## config.mk

```make
export PLATFORM = sky130hd
export DESIGN_NAME = seq_divider
export DESIGN_NICKNAME = d
export VERILOG_FILES = /design/src/rtl/seq_divider.sv
export SDC_FILE = /design/constraint.sdc
export NUM_CORES = 1
export LEC_CHECK = 0
export ABC_AREA = 1
export CAP_MARGIN = 0
export CORE_ASPECT_RATIO = 1.5
export CORE_UTILIZATION = 35
export CTS_BUF_LIST = sky130_fd_sc_hd__clkbuf_8
export CTS_CLUSTER_SIZE = 30
export DETAILED_ROUTE_END_ITERATION = 7
export PLACE_DENSITY = 0.64
export SLEW_MARGIN = 20
export SYNTH_ARGS = -nofsm -noshare
export SYNTH_HDL_FRONTEND = slang
export SYNTH_SLANG_ARGS = --single-unit
```

## constraint.sdc

```tcl
create_clock -name clk -period 3.99 [get_ports clk]
set_clock_uncertainty 0.15 [all_clocks]
set_input_delay 0.798 -clock clk [delete_from_list [all_inputs] [get_ports clk]]
set_output_delay 0.798 -clock clk [all_outputs]
set_load 0.05 [all_outputs]
```

## src/rtl/seq_divider.sv

```systemverilog
// Multi-cycle RISC-V divide/remainder unit (DIV, DIVU, REM, REMU).
// It computes one restoring quotient bit per cycle and has valid/ready request and response ports.
module seq_divider #(
  parameter int WIDTH = 32
) (
  input  logic             clk,
  input  logic             reset,
  input  logic             req_valid,
  output logic             req_ready,
  input  logic [1:0]       op,
  input  logic [WIDTH-1:0] dividend,
  input  logic [WIDTH-1:0] divisor,
  output logic             resp_valid,
  input  logic             resp_ready,
  output logic [WIDTH-1:0] result
);

  localparam int CW = $clog2(WIDTH + 1);
  localparam logic [WIDTH-1:0] int_min = {1'b1, {(WIDTH-1){1'b0}}};

  typedef enum logic [1:0] {IDLE, CALC, DONE} state_t;

  state_t           state;
  logic             is_rem_q;
  logic             sign_q;
  logic             sign_r;
  logic [WIDTH-1:0] quo_q;   // holds the dividend magnitude and fills with quotient bits from the LSB
  logic [WIDTH-1:0] dvs_q;
  logic [WIDTH-1:0] rem_q;
  logic [CW-1:0]    cnt_q;
  logic [WIDTH-1:0] result_q;

  logic             signed_op;
  logic [WIDTH-1:0] dvd_mag;
  logic [WIDTH-1:0] dvs_mag;
  logic             div_zero;
  logic             div_ovf;
  logic [WIDTH:0]   rem_shift;
  logic [WIDTH:0]   diff;
  logic             q_bit;
  logic [WIDTH-1:0] rem_next;
  logic [WIDTH-1:0] quo_next;
  logic [WIDTH-1:0] final_val;

  assign signed_op = ~op[0];
  assign dvd_mag   = (signed_op && dividend[WIDTH-1]) ? -dividend : dividend;
  assign dvs_mag   = (signed_op && divisor[WIDTH-1])  ? -divisor  : divisor;
  assign div_zero  = (divisor == '0);
  assign div_ovf   = signed_op && (dividend == int_min) && (divisor == '1);

  // One restoring step. The extra top bit of diff is the borrow, and it decides the quotient bit.
  assign rem_shift = {rem_q, quo_q[WIDTH-1]};
  assign diff      = rem_shift - {1'b0, dvs_q};
  assign q_bit     = ~diff[WIDTH];
  assign rem_next  = q_bit ? diff[WIDTH-1:0] : rem_shift[WIDTH-1:0];
  assign quo_next  = {quo_q[WIDTH-2:0], q_bit};
  assign final_val = is_rem_q ? (sign_r ? -rem_next : rem_next)
                              : (sign_q ? -quo_next : quo_next);

  // NOTE: every register here is updated with non-blocking assignments, so all the
  // right-hand sides see the pre-edge values no matter what order the statements are in.
  always_ff @(posedge clk) begin
    if (!reset) begin
      state    <= IDLE;
      is_rem_q <= 1'b0;
      sign_q   <= 1'b0;
      sign_r   <= 1'b0;
      quo_q    <= '0;
      dvs_q    <= '0;
      rem_q    <= '0;
      cnt_q    <= '0;
      result_q <= '0;
    end else begin
      case (state)
        IDLE: begin
          if (req_valid) begin
            is_rem_q <= op[1];
            sign_q   <= signed_op & (dividend[WIDTH-1] ^ divisor[WIDTH-1]);
            sign_r   <= signed_op & dividend[WIDTH-1];
            quo_q    <= dvd_mag;
            dvs_q    <= dvs_mag;
            rem_q    <= '0;
            cnt_q    <= CW'(WIDTH);
            if (div_zero) begin
              result_q <= op[1] ? dividend : '1;
              state    <= DONE;
            end else if (div_ovf) begin
              result_q <= op[1] ? '0 : dividend;
              state    <= DONE;
            end else begin
              state    <= CALC;
            end
          end
        end
        CALC: begin
          rem_q <= rem_next;
          quo_q <= quo_next;
          cnt_q <= cnt_q - CW'(1);
          if (cnt_q == CW'(1)) begin
            result_q <= final_val;
            state    <= DONE;
          end
        end
        DONE: begin
          if (resp_ready) state <= IDLE;
        end
        default: state <= IDLE;
      endcase
    end
  end

  assign req_ready  = (state == IDLE);
  assign resp_valid = (state == DONE);
  assign result     = result_q;

endmodule

```

Word-level counts from Yosys, hierarchy flattened --
Index checks and enable logic that the tools add are counted.
Operators by class: multiplexer cells 25, reductions and logical operators 11, $add $sub $neg 6, bitwise operators 5, equality and inequality tests 9
Operator list (count):
- 2-to-1 mux 32 bit | 14
- case mux 32 bit (2 select lines) | 3
- negation 32 bit | 4
- == test 32 bit (second input constant) | 2
- subtractor 33 x 32 -> 33 bit | 1
- logical NOT 32 bit | 1
- case mux 6 bit (2 select lines) | 1
- 2-to-1 mux 2 bit | 5
- == test 6 x 1 -> 1 bit (second input constant) | 1
- 2-to-1 mux 6 bit | 1
- case mux 2 bit (3 select lines) | 1
- subtractor 6 x 1 -> 6 bit (second input constant) | 1
- logical AND 1 bit | 4
- != test 2 bit (second input constant) | 2
- AND reduction 2 bit | 2
- AND reduction 4 bit | 1
- != test 3 x 1 -> 1 bit (second input constant) | 1
- AND reduction 3 bit | 1
- bitwise AND 1 bit | 2
- == test 2 x 1 -> 1 bit (second input constant) | 1
- == test 2 bit (second input constant) | 1
- logical NOT 2 bit | 1
- != test 2 x 1 -> 1 bit (second input constant) | 1
- inverter 1 bit | 2
- 2 further kinds | 2
Storage, ports and cells: register bits after elaboration 139, logic and storage cells 65, bits of input ports 70

Logic depth before layout (Yosys ltp) --
depth after elaboration 7, gate-level depth with buffers 35, depth with buffers taken out 34

Least setup slack after synthesis --
No wires, ideal clock.
kind register to register, from register quo_q[31], to register result_q[28], in the netlist result[28], path buffers 1, arrival 3.969 ns, cell stages (with the launch flop) 35, data required time 3.770 ns, setup slack -0.200 ns, clock period less this slack 4.190 ns, cells stage by stage dfxtp_1 -> inv_1 -> ha_1 -> fa_1 -> inv_1 -> nand2_1 -> nand2_1 -> nand3_1 -> nand2_2 -> nand2_2 -> nand2_4 -> nand2_4 -> nand2_4 -> nand2_4 -> nand2_4 -> buf_2 -> ha_1 -> inv_1 -> nor3_1 -> inv_1 -> nor3_1 -> inv_1 -> nor2_1 -> nand2_1 -> nor2_1 -> nand4_1 -> nor2_1 -> nand2_1 -> o21ai_0 -> o21ai_0 -> a21oi_1 -> nor2_1 -> nand2_1 -> nand2_1 -> a21oi_1
Between the ends: longest elaborated chain between the ends 7
RTL lines:
- start, declared | RTL line 27 | logic [WIDTH-1:0] quo_q;
- start signal, assigned | RTL line 80 | quo_q <= dvd_mag;
- start signal, assigned | RTL line 97 | quo_q <= quo_next;
- subtractor 33 x 32 -> 33 bit | RTL line 53 | assign diff = rem_shift - {1'b0, dvs_q};
- 2-to-1 mux 32 bit or inverter 1 bit (tied branches) | RTL line 55, 54
- negation 32 bit, on equally long branches | RTL line 57, 58
- 2-to-1 mux 32 bit, on equally long branches | RTL line 57, 58
- 2-to-1 mux 32 bit * | RTL line 57 | assign final_val = is_rem_q ? (sign_r ? -rem_next : rem_next)
- 2-to-1 mux 32 bit * | RTL line 99 | if (cnt_q == CW'(1)) begin
- case mux 32 bit (2 select lines) * | RTL line 74 | case (state)
- end signal, assigned | RTL line 85 | result_q <= op[1] ? dividend : '1;
- end signal, assigned | RTL line 88 | result_q <= op[1] ? '0 : dividend;
- end signal, assigned | RTL line 100 | result_q <= final_val;
- end, declared | RTL line 31 | logic [WIDTH-1:0] result_q;
Every way passes the cells marked *; elsewhere a longest branch is shown, timed or not. The select of a mux whose other input is x is not followed. A chain may end at the register's enable or synchronous reset.

Worst setup path after layout --
from register quo_q[31], to register result_q[18], in the netlist result[18]
Same word-level chain as after synthesis.

==> reports/qor.csv <==
stage,metric,value,unit
routing,DRC viols,0,
setup_path,Worst path max stage delay,350,ps
clock_network,Post-CTS Hold Buffers,0,
routing,DR vias/cell,5.20,
synthesis,Synth Area in Simple Gates,0.372,
setup_path,CP dominant cell by count,nand2_4,
synthesis,mux contribution to synthesized area,0,
die,IO Count,104,
synthesis,Ys Warns,0,
setup_path,worst endpoint required time,4160,ps
clock_network,clk slew on worst S/H paths,100,ps
clock_network,Num CTS Buffers,17,
place,pre-CTS WS,-569,ps
setup_path,Worst Setup Start Kind,flip-flop,
setup_path,crit-path max FO,2,
routing,routed wire length per instance,17.3,um
routing,vias,15000,
outcome,status,"finished, final reports clean",
clock_network,CTS root buf,clkbuf_8,
clock_network,H-tree Lvls,4,
layout,fin nets,2516,
sta,period utilization,0.994,
place,Final Wtd Congestion,0.989,
clock_network,CTS max path bufs,2,
synthesis,Synth Instances,2153,
global_routing,number of global-route vias before repair,14700,
die,row count,84,
synthesis,syn avg cell area,5.81,um2
synthesis,Mapped Nets,2263,
sta,PnR worst setup slack,25.6,ps
sta,Worst-Margin Slew,1150,ps
clock_network,CTS tree,done,
synthesis,post-synthesis sequential area ratio,0.222,
die,starting density of the core,0.356,
synthesis,Post-Synth Adder-Cell Area,0.0430,
synthesis,Synth Area in Compound Gates,0.207,
clock_network,clock latency on the worst-skew pair,500,ps
sta,# setup viols final,0,
layout,layout cells sized above 1,0.160,
synthesis,Yosys reg bits,139,
clock_network,clk sinks,139,
synthesis,largest family of logic cells by synthesized area,simple AND/OR/NAND/NOR gates,
sta,hold_ws,320,ps
setup_path,R2R setup slack,30,ps
synthesis,Post-Syn Area,12500,um2
routing,Initial DRT Pass Iterations,7,
global_routing,Global Route Usage Sum,0.278,
global_routing,initial antenna violation count,1,
job,Max-cap violations,0,
sta,unrepaired setup endpoints after global routing,true,
synthesis,leading post-synthesis cells by cell area,"dfxtp_1, nand2_1, a21oi_1",
synthesis,Synth top area share,0.222,
setup_path,arrival time at the worst endpoint,4140,ps
sta,final hold viol count,0,
die,Die Width,156,um
global_routing,gr ovfl total,0,
global_routing,largest net degree at the start of global routing,95,
global_routing,first-pass GRT wire length,77300,um
place,I/O Buffers,103,
place,Detail Placement HPWL,39600,um
sta,Fmax,252,MHz
synthesis,"area leader, netlist",dfxtp_1,
synthesis,asr flop ratio synth,0,
die,Die H,234,um
setup_path,Critical Setup Path Class,flip-flop to flip-flop,
sta,min Tclk post-route,3960,ps
routing,antenna violation net count after detailed routing,0,
setup_path,cell family with most CP delay,simple AND/OR/NAND/NOR gates,
synthesis,xor and xnor fraction of the mapped netlist area,0.0406,
die,die area,36500,um2
setup_path,CP Capture Type,flip-flop,
synthesis,Synth Flop Type,dfxtp_1,
sta,Slew Limit Fails,0,
synthesis,Cell variety after synth,54,
synthesis,Post-synth EDFFs,0,
routing,final WL,49900,um
setup_path,critical path's slowest cell,dfxtp_2,
layout,P&R area growth vs syn,29.5,%
die,core area,35100,um2
hold_path,Hold WC Path Type,flip-flop to flip-flop,
routing,drt initial violations,995,
setup_path,WP buf/inv,8,
sta,Rel. slew slack,0.236,
worst paths after layout:
path / startpoint / endpoint / depth (start not counted)
min: result[2] / result[2] / 2
max reg2reg: quo_q[31] / result[18] / 34
min reg2reg: result[2] / result[2] / 2
max: quo_q[31] / result[18] / 34
final cells by class:
class / instances / area, um2
Inverter: 282 / 1060
Fill cell: 3764 / 18900
Multi-Input combinational cell: 1647 / 8610
Clock inverter: 14 / 209
Sequential cell: 139 / 2790
Clock buffer: 18 / 248
Tap cell: 473 / 592
Timing Repair Buffer: 319 / 2700
Antenna cell: 1 / 2.50
worst register-to-register path: cells and delay by family, from the launching register on:
family,cells,cell delay (ps)
simple gates,19,1650
compound gates,4,350
buf+inv,8,670
fa+ha+maj,3,640
flops,1,350
metrics by stage:
step / cells / util / TNS [ps] / instance area [um2]
after floorplan: 2153 / - / 0 / 12500
after global placement: 2839 / 0.435 / -10180 / 15300
after detailed placement: 2839 / 0.435 / -14790 / 15300
after CTS: 2886 / 0.456 / -49.7 / 16000
after global routing: 2893 / 0.462 / -2460 / 16200
final: 2893 / 0.462 / 0 / 16200
kinds of logic after synthesis:
logic type | Yosys count
AND/OR/NAND/NOR | 1079
AO/OA/AOI/OAI | 467
buffers and inverters | 367
flip-flops | 139
XOR/XNOR | 58
adder cells (fa/ha/maj) | 43
synthesized netlist by cell type, types with 7 or more instances:
master	instances
nor3_1	46
o211ai_1	15
nand2_1	599
o22ai_1	16
xor2_1	35
o21ai_1	12
ha_1	39
nor2_1	191
o21ai_2	7
clkbuf_1	67
a31oi_1	11
nand4_1	31
o21ai_0	151
buf_1	9
nor2_2	11
xnor2_1	23
o221ai_1	10
nand3_1	126
dfxtp_1	139
nor4_1	10
nand2_2	28
inv_1	274
a21oi_1	211
o21bai_1	7
nand2_4	10
registers in the layout (all words and copies together), names as in the netlist:
register and cells:
sign_q 1, quo_q 32, result 32, is_rem_q 1, rem_q 32, sign_r 1
state 2, dvs_q 32, cnt_q 6
routing by layer:
metal | up-vias | routed length (um) | global-route usage
met5 | - | 0 | 0
met4 | 0 | 4560 | 0.237
met3 | 182 | 2130 | 0.0364
met2 | 485 | 25200 | 0.509
met1 | 6843 | 18000 | 0.275
li1 | 7538 | - | -
what timing repair did:
item | 4_1_cts | 5_1_grt
endpoints found under the setup margin | 21 | 25
resized for setup | 30 | 35
pin swaps | 16 | 27
cloned | 0 | 0
buffers inserted | 15 | 9
cells in the final DEF (no fill, tap or decap), drive strengths merged, types with 2 or more instances in the layout:
| cell type | synthesis | layout |
|---|---|---|
| or2 | 8 | 8 |
| xnor2 | 23 | 23 |
| nor4 | 11 | 11 |
| nand3 | 131 | 131 |
| o21ai | 170 | 170 |
| o32ai | 5 | 5 |
| o41ai | 2 | 2 |
| clkbuf | 67 | 18 |
| nor3 | 48 | 48 |
| a31oi | 11 | 11 |
| nor3b | 3 | 3 |
| maj3 | 3 | 3 |
| buf | 18 | 216 |
| xor2 | 35 | 35 |
| clkinv | 3 | 6 |
| nor2 | 203 | 203 |
| o21a | 3 | 3 |
| o311ai | 3 | 3 |
| clkdlybuf4s50 | 0 | 103 |
| dfxtp | 139 | 139 |
| o211ai | 15 | 15 |
| a21oi | 217 | 217 |
| o22ai | 16 | 16 |
| nand3b | 3 | 3 |
| o221ai | 10 | 10 |
| a21o | 2 | 2 |
| inv | 279 | 284 |
| clkinvlp | 0 | 2 |
| nand2 | 637 | 637 |
| o31ai | 3 | 3 |
| bufinv | 0 | 4 |
| ha | 39 | 39 |
| nand4 | 31 | 31 |
| and2 | 3 | 3 |
| o21bai | 7 | 7 |
Power is not shown: default switching activity piles up to over one toggle a cycle in this logic, so the estimate is an artifact.
